[config.mk]
export PLATFORM = sky130hd
export DESIGN_NAME = bcd_display_seq
export DESIGN_NICKNAME = d
export VERILOG_FILES = /design/src/rtl/display_pkg.sv /design/src/rtl/bcd7seg_lut.sv /design/src/rtl/bcd_display_seq.sv
export SDC_FILE = /design/constraint.sdc
export NUM_CORES = 1
export LEC_CHECK = 0
export BUFFER_PORTS_ARGS = -buffer_cell sky130_fd_sc_hd__buf_2
export CORE_UTILIZATION = 62
export CTS_CLUSTER_DIAMETER = 120
export CTS_CLUSTER_SIZE = 40
export DETAILED_ROUTE_END_ITERATION = 7
export PLACE_DENSITY = 0.9
export SKIP_LAST_GASP = 1
export SYNTH_ARGS = -nofsm -noshare
export SYNTH_HDL_FRONTEND = slang
export SYNTH_SLANG_ARGS = --single-unit
[constraint.sdc]
create_clock -name clk -period 6.7 [get_ports clk]
set_clock_uncertainty 0.2 [all_clocks]
set_input_delay 1.34 -clock clk [delete_from_list [all_inputs] [get_ports clk]]
set_output_delay 1.34 -clock clk [all_outputs]
set_load 0.02 [all_outputs]
[src/rtl/display_pkg.sv]
// Shared segment constants, power-of-ten helper and FSM state type
// for the sequential BCD 7-segment display driver.
package display_pkg;

  localparam logic [6:0] SEG_BLANK = 7'h7F;
  localparam logic [6:0] SEG_DASH  = 7'h3F;

  // Active-low a..g patterns; entry d sits at bits [7d+6:7d]
  localparam logic [9:0][6:0] SEG_DIGIT = {
    7'h10, 7'h00, 7'h78, 7'h02, 7'h12, 7'h19, 7'h30, 7'h24, 7'h79, 7'h40
  };

  typedef enum logic [1:0] {
    StIdle,
    StShift,
    StUpdate
  } state_e;

  function automatic logic [63:0] pow10(input int unsigned n);
    logic [63:0] r;
    r = 64'd1;
    for (int unsigned i = 0; i < n; i++) begin
      r = r * 64'd10;
    end
    return r;
  endfunction

endpackage

[src/rtl/bcd7seg_lut.sv]
// One BCD digit to active-low 7-segment pattern; out-of-range nibbles
// and blanked digits both show all segments off.
module bcd7seg_lut
  import display_pkg::*;
(
  input  logic [3:0] i_digit,
  input  logic       i_blank,
  output logic [6:0] o_seg
);

  always_comb begin
    o_seg = SEG_BLANK;
    if (!i_blank && (i_digit <= 4'd9)) begin
      o_seg = SEG_DIGIT[i_digit];
    end
  end

endmodule

[src/rtl/bcd_display_seq.sv]
// Sequential binary-to-BCD (double-dabble, one bit per clock) with registered
// 7-segment outputs, leading-zero blanking and overflow dashes.
module bcd_display_seq
  import display_pkg::*;
#(
  parameter int unsigned WIDTH    = 18,
  parameter int unsigned DIGITS   = 6,
  parameter bit          BLANK_LZ = 1'b1
) (
  input  logic                clk,
  input  logic                reset,
  input  logic                in_valid,
  input  logic [WIDTH-1:0]    value,
  output logic                busy,
  output logic                done,
  output logic                overflow,
  output logic [4*DIGITS-1:0] bcd,
  output logic [7*DIGITS-1:0] hex
);

  // ceil(WIDTH*log10(2)) + 1 decimal digits are enough for any WIDTH-bit input
  localparam int unsigned LogDigits = (WIDTH * 30103 + 99999) / 100000 + 1;
  localparam int unsigned AccDigits = (DIGITS > LogDigits) ? DIGITS : LogDigits;
  localparam int unsigned AccW      = 4 * AccDigits;
  localparam int unsigned CntW      = $clog2(WIDTH + 1);
  localparam logic [63:0] OvfLimit  = pow10(DIGITS) - 64'd1;

  state_e              r_state, w_state_next;
  logic [WIDTH-1:0]    r_sreg;
  logic [AccW-1:0]     r_acc, w_acc_adj, w_acc_shift;
  logic [CntW-1:0]     r_cnt;
  logic                r_ovf_pend, r_ovf, r_done;
  logic [4*DIGITS-1:0] r_bcd;
  logic [7*DIGITS-1:0] r_hex, w_seg, w_hex_next;
  logic [DIGITS-1:0]   w_blank;
  logic                w_ovf_in;

  assign w_ovf_in = (64'(value) > OvfLimit);

  always_comb begin
    w_state_next = r_state;
    case (r_state)
      StIdle:   if (in_valid) w_state_next = StShift;
      StShift:  if (r_cnt == CntW'(1)) w_state_next = StUpdate;
      StUpdate: w_state_next = StIdle;
      default:  w_state_next = StIdle;
    endcase
  end

  always_comb begin
    w_acc_adj = r_acc;
    for (int i = 0; i < int'(AccDigits); i++) begin
      if (r_acc[4*i +: 4] >= 4'd5) begin
        w_acc_adj[4*i +: 4] = r_acc[4*i +: 4] + 4'd3;
      end
    end
    w_acc_shift = (w_acc_adj << 1) | AccW'(r_sreg[WIDTH-1]);
  end

  // Digit k (k>0) blanks only when it and every digit above it are zero
  always_comb begin
    logic zero_above;
    zero_above = 1'b1;
    w_blank    = '0;
    for (int k = int'(DIGITS) - 1; k >= 1; k--) begin
      zero_above = zero_above && (r_acc[4*k +: 4] == 4'd0);
      w_blank[k] = BLANK_LZ && zero_above;
    end
  end

  for (genvar k = 0; k < DIGITS; k++) begin : g_digit
    bcd7seg_lut u_lut (
      .i_digit (r_acc[4*k +: 4]),
      .i_blank (w_blank[k]),
      .o_seg   (w_seg[7*k +: 7])
    );
  end

  assign w_hex_next = r_ovf_pend ? {DIGITS{SEG_DASH}} : w_seg;

  always_ff @(posedge clk) begin
    if (reset) begin
      r_state    <= StIdle;
      r_sreg     <= '0;
      r_acc      <= '0;
      r_cnt      <= '0;
      r_ovf_pend <= 1'b0;
      r_ovf      <= 1'b0;
      r_done     <= 1'b0;
      r_bcd      <= '0;
      r_hex      <= {DIGITS{SEG_BLANK}};
    end else begin
      r_state <= w_state_next;
      r_done  <= 1'b0;
      case (r_state)
        StIdle: begin
          if (in_valid) begin
            r_sreg     <= value;
            r_acc      <= '0;
            r_cnt      <= CntW'(WIDTH);
            r_ovf_pend <= w_ovf_in;
          end
        end
        StShift: begin
          r_acc  <= w_acc_shift;
          r_sreg <= r_sreg << 1;
          r_cnt  <= r_cnt - CntW'(1);
        end
        StUpdate: begin
          r_bcd  <= r_acc[4*DIGITS-1:0];
          r_hex  <= w_hex_next;
          r_ovf  <= r_ovf_pend;
          r_done <= 1'b1;
        end
        default: ;
      endcase
    end
  end

  assign busy     = (r_state != StIdle);
  assign done     = r_done;
  assign overflow = r_ovf;
  assign bcd      = r_bcd;
  assign hex      = r_hex;

endmodule
==> flow_summary.rst <==
.. list-table::
   :header-rows: 1

   * - Metric
     - Value
   * - Status
     - finished clean
   * - Maximum single-stage delay on the critical path
     - 0.69 ns
   * - Fraction of layout cells with a size suffix above 1
     - 15.8%
   * - Design Power
     - 0.00213 W
   * - Number of DRC markers in iteration 0
     - 330
   * - Logic depth of the worst setup path including buffers
     - 8
   * - Hpwl dp
     - 10.0 mm
   * - Power per unit of standard cell area
     - 261 mW/mm^2
   * - Num ports
     - 90
   * - Worst setup EP type
     - flop
   * - Slowest cell on the critical path
     - sky130_fd_sc_hd__buf_4
   * - Mean instance size in the synthesized netlist
     - 8.81 um^2
   * - Type of element launching the critical path
     - input port
   * - Final routed wire length divided by cell count
     - 15.4 um
   * - Number of global-route vias before repair
     - 5379
   * - Cell chain of the critical path
     - buf_2 > buf_4 > nor2_1 > a22oi_1 > inv_1 > ha_1 > mux2i_1 > nor2_1
   * - RSZ-0062 raised after global routing
     - no
   * - Leakage dissipation
     - 3.50 nW
   * - Required time of the worst setup path
     - 6.81 ns
   * - Post-route ant nets
     - 0
   * - Synthesized area
     - 0.00709 mm^2
   * - Clock tree from TritonCTS
     - yes
   * - Share of synthesized area occupied by flip-flops and latches
     - 44.6%
   * - Number of buffers inserted by post-CTS setup repair
     - 0
   * - Number of nets in the finished design
     - 931
   * - TNS Setup
     - 0 ns
   * - Cell family contributing the most delay on the critical path
     - buffers and inverters
   * - Post-route setup slack
     - 2.99 ns
   * - Commonest register cell after synthesis
     - sky130_fd_sc_hd__dfxtp_1
   * - Min cycle time layout
     - 3.71 ns
   * - Commonest cells in the netlist
     - 158 x sky130_fd_sc_hd__dfxtp_1, 71 x sky130_fd_sc_hd__inv_1, 71 x sky130_fd_sc_hd__nand2_1
   * - Placeable core region
     - 0.0110 mm^2
   * - Final weighted congestion in routability-driven placement
     - 0.917
   * - H-tree Lvls
     - 4
   * - Main area contributors after synthesis
     - sky130_fd_sc_hd__dfxtp_1 45%, sky130_fd_sc_hd__ha_1 8.5%, sky130_fd_sc_hd__a21oi_1 4.8%
   * - Dpl cells
     - 983
   * - # clock sinks
     - 158
   * - Number of search-and-repair iterations in the first detailed-routing pass
     - 5
   * - Final-report hold violation count
     - 0
   * - Worst Tran Pin Value
     - 0.994 ns
   * - Largest area contributor in the netlist
     - sky130_fd_sc_hd__dfxtp_1
   * - Total number of vias
     - 5852
   * - Worst Hold Class
     - reg2reg
   * - Kind of critical path
     - in2reg
   * - Count of non-filler cells in the finished layout
     - 1015
   * - Row Count
     - 38
   * - Post-synthesis sequential element count
     - 158
   * - Number of cells upsized or downsized after cts
     - 0
   * - Starting utilization of the core area
     - 64.6%
   * - Die outline area
     - 0.0119 mm^2
   * - Netlist cell types
     - 56
   * - Share of Yosys cell area claimed by the top area cell type
     - 44.6%
   * - Ant. Diodes
     - 0
   * - Number of synthesized flops with an enable pin
     - 0
   * - Buf+Inv Stages, Crit Path
     - 3
   * - Net Count, Synth
     - 874
   * - DIE WIDTH
     - 109 um
   * - Signal arrival time at the worst endpoint
     - 3.82 ns
   * - Number of warning messages in the yosys log
     - 0
   * - Fillers
     - 793
   * - Total congestion overflow after global routing
     - 0
   * - CTS Hold Buffers Added
     - 0
   * - Finish-stage setup viols
     - 0
   * - Highest achievable clock rate
     - 0.270 GHz
   * - Clk buf depth
     - 2
   * - Die Span Y
     - 109 um
   * - Vias per Instance
     - 5.77
   * - Final Routed Wirelength
     - 15.6 mm
   * - Maximum number of pins on one net before global-route repair
     - 94
   * - Synthesized netlist cell count
     - 805
   * - Area growth from synthesis to layout
     - 15.4%
   * - Antenna violations before repair
     - 0
   * - Port bufs
     - 88
   * - Most common cell in the synthesized netlist
     - sky130_fd_sc_hd__dfxtp_1
   * - Total CTS buffers
     - 17
   * - Most prevalent standard cell on the critical path
     - sky130_fd_sc_hd__nor2_1
   * - Proportion of register bits with asynchronous set or reset after synthesis
     - 0%
   * - Clock transition at the registers of the reported paths
     - 0.06 ns
   * - Final count of pins violating max slew
     - 0
   * - Clock latency on the worst-skew pair
     - 0.43 ns
   * - Slew Limit Headroom
     - 32.7%
   * - Maximum vdd drop
     - 245 uV
   * - Wire length of the first global-routing pass
     - 25.4 mm
   * - Largest fanout on the critical path
     - 93
   * - Fraction of the cycle the final worst path needs
     - 55.4%
   * - Remaining routing DRC violations
     - 0
   * - Max-cap viol count
     - 0
   * - Post-place setup slack
     - 2.61 ns
   * - Root buffer cell
     - sky130_fd_sc_hd__clkbuf_16
   * - Cell depth of the worst min-delay path
     - 1
   * - Smallest hold slack
     - 0.236 ns
   * - Overall global routing resource usage
     - 27.8%
   * - Reg2reg path depth
     - 5
## through the flow
stage	utilization [%]	instance area, um^2
floorplan	-	7090
global placement	68.5	7520
detailed placement	68.5	7520
CTS	74.5	8180
global route	74.5	8180
finish	74.5	8180
## logic make-up (layout without fill, tap and decap cells)
kind of cell / after synthesis / count (layout) / share of synthesized area, %
compound gates: 224 / 224 / 20.9
xor+xnor: 2 / 2 / 0.247
fa+ha+maj: 48 / 48 / 8.47
buf+inv: 125 / 195 / 6.95
flops: 158 / 158 / 44.6
mux: 28 / 28 / 3.95
other cells: 1 / 1 / 0.0529
simple gates: 219 / 219 / 14.8
## placed cells by master (no fill, tap or decap), types with 14 or more instances in the layout
master,count
sky130_fd_sc_hd__nand2b_1,39
sky130_fd_sc_hd__o22ai_1,46
sky130_fd_sc_hd__clkbuf_16,17
sky130_fd_sc_hd__nor2_1,62
sky130_fd_sc_hd__a21oi_1,68
sky130_fd_sc_hd__dfxtp_1,158
sky130_fd_sc_hd__ha_1,48
sky130_fd_sc_hd__mux2i_1,28
sky130_fd_sc_hd__buf_2,88
sky130_fd_sc_hd__o21ai_0,34
sky130_fd_sc_hd__inv_1,71
sky130_fd_sc_hd__o22a_1,14
sky130_fd_sc_hd__nand2_1,71
## final cells by class
| cell class | instances | area, um^2 | area share [%] |
|---|---|---|---|
| Clock buffer | 19 | 453 | 5.53 |
| Clock inverter | 13 | 213 | 2.60 |
| Inverter | 71 | 267 | 3.26 |
| Multi-Input combinational cell | 522 | 3440 | 42.1 |
| Sequential cell | 158 | 3160 | 38.6 |
| Tap cell | 140 | 175 | 2.14 |
| Timing Repair Buffer | 92 | 470 | 5.75 |
## path summary, 6_finish.rpt
check / startpoint / to / slack (ns)
max: reset / flop / 2.99
min: flop / hex[11] / 0.24
max reg2reg: r_state[0] / hex[31] / 3.16
min reg2reg: flop / hex[11] / 0.24
## metal layers
metal  GRT usage [%]  share of wire, %
met1            34.8                43
met2            45.2                48
met4            12.5               2.5
met5               0                 0
met3            6.63               6.4
## report_power, final
part           total (W)  internal (W)  switching (W)
clock network    0.00107      0.000681       0.000391
logic          0.0000924     0.0000340      0.0000585
registers       0.000970      0.000956      0.0000147
Note: power is estimated with default switching activity, not from simulation.
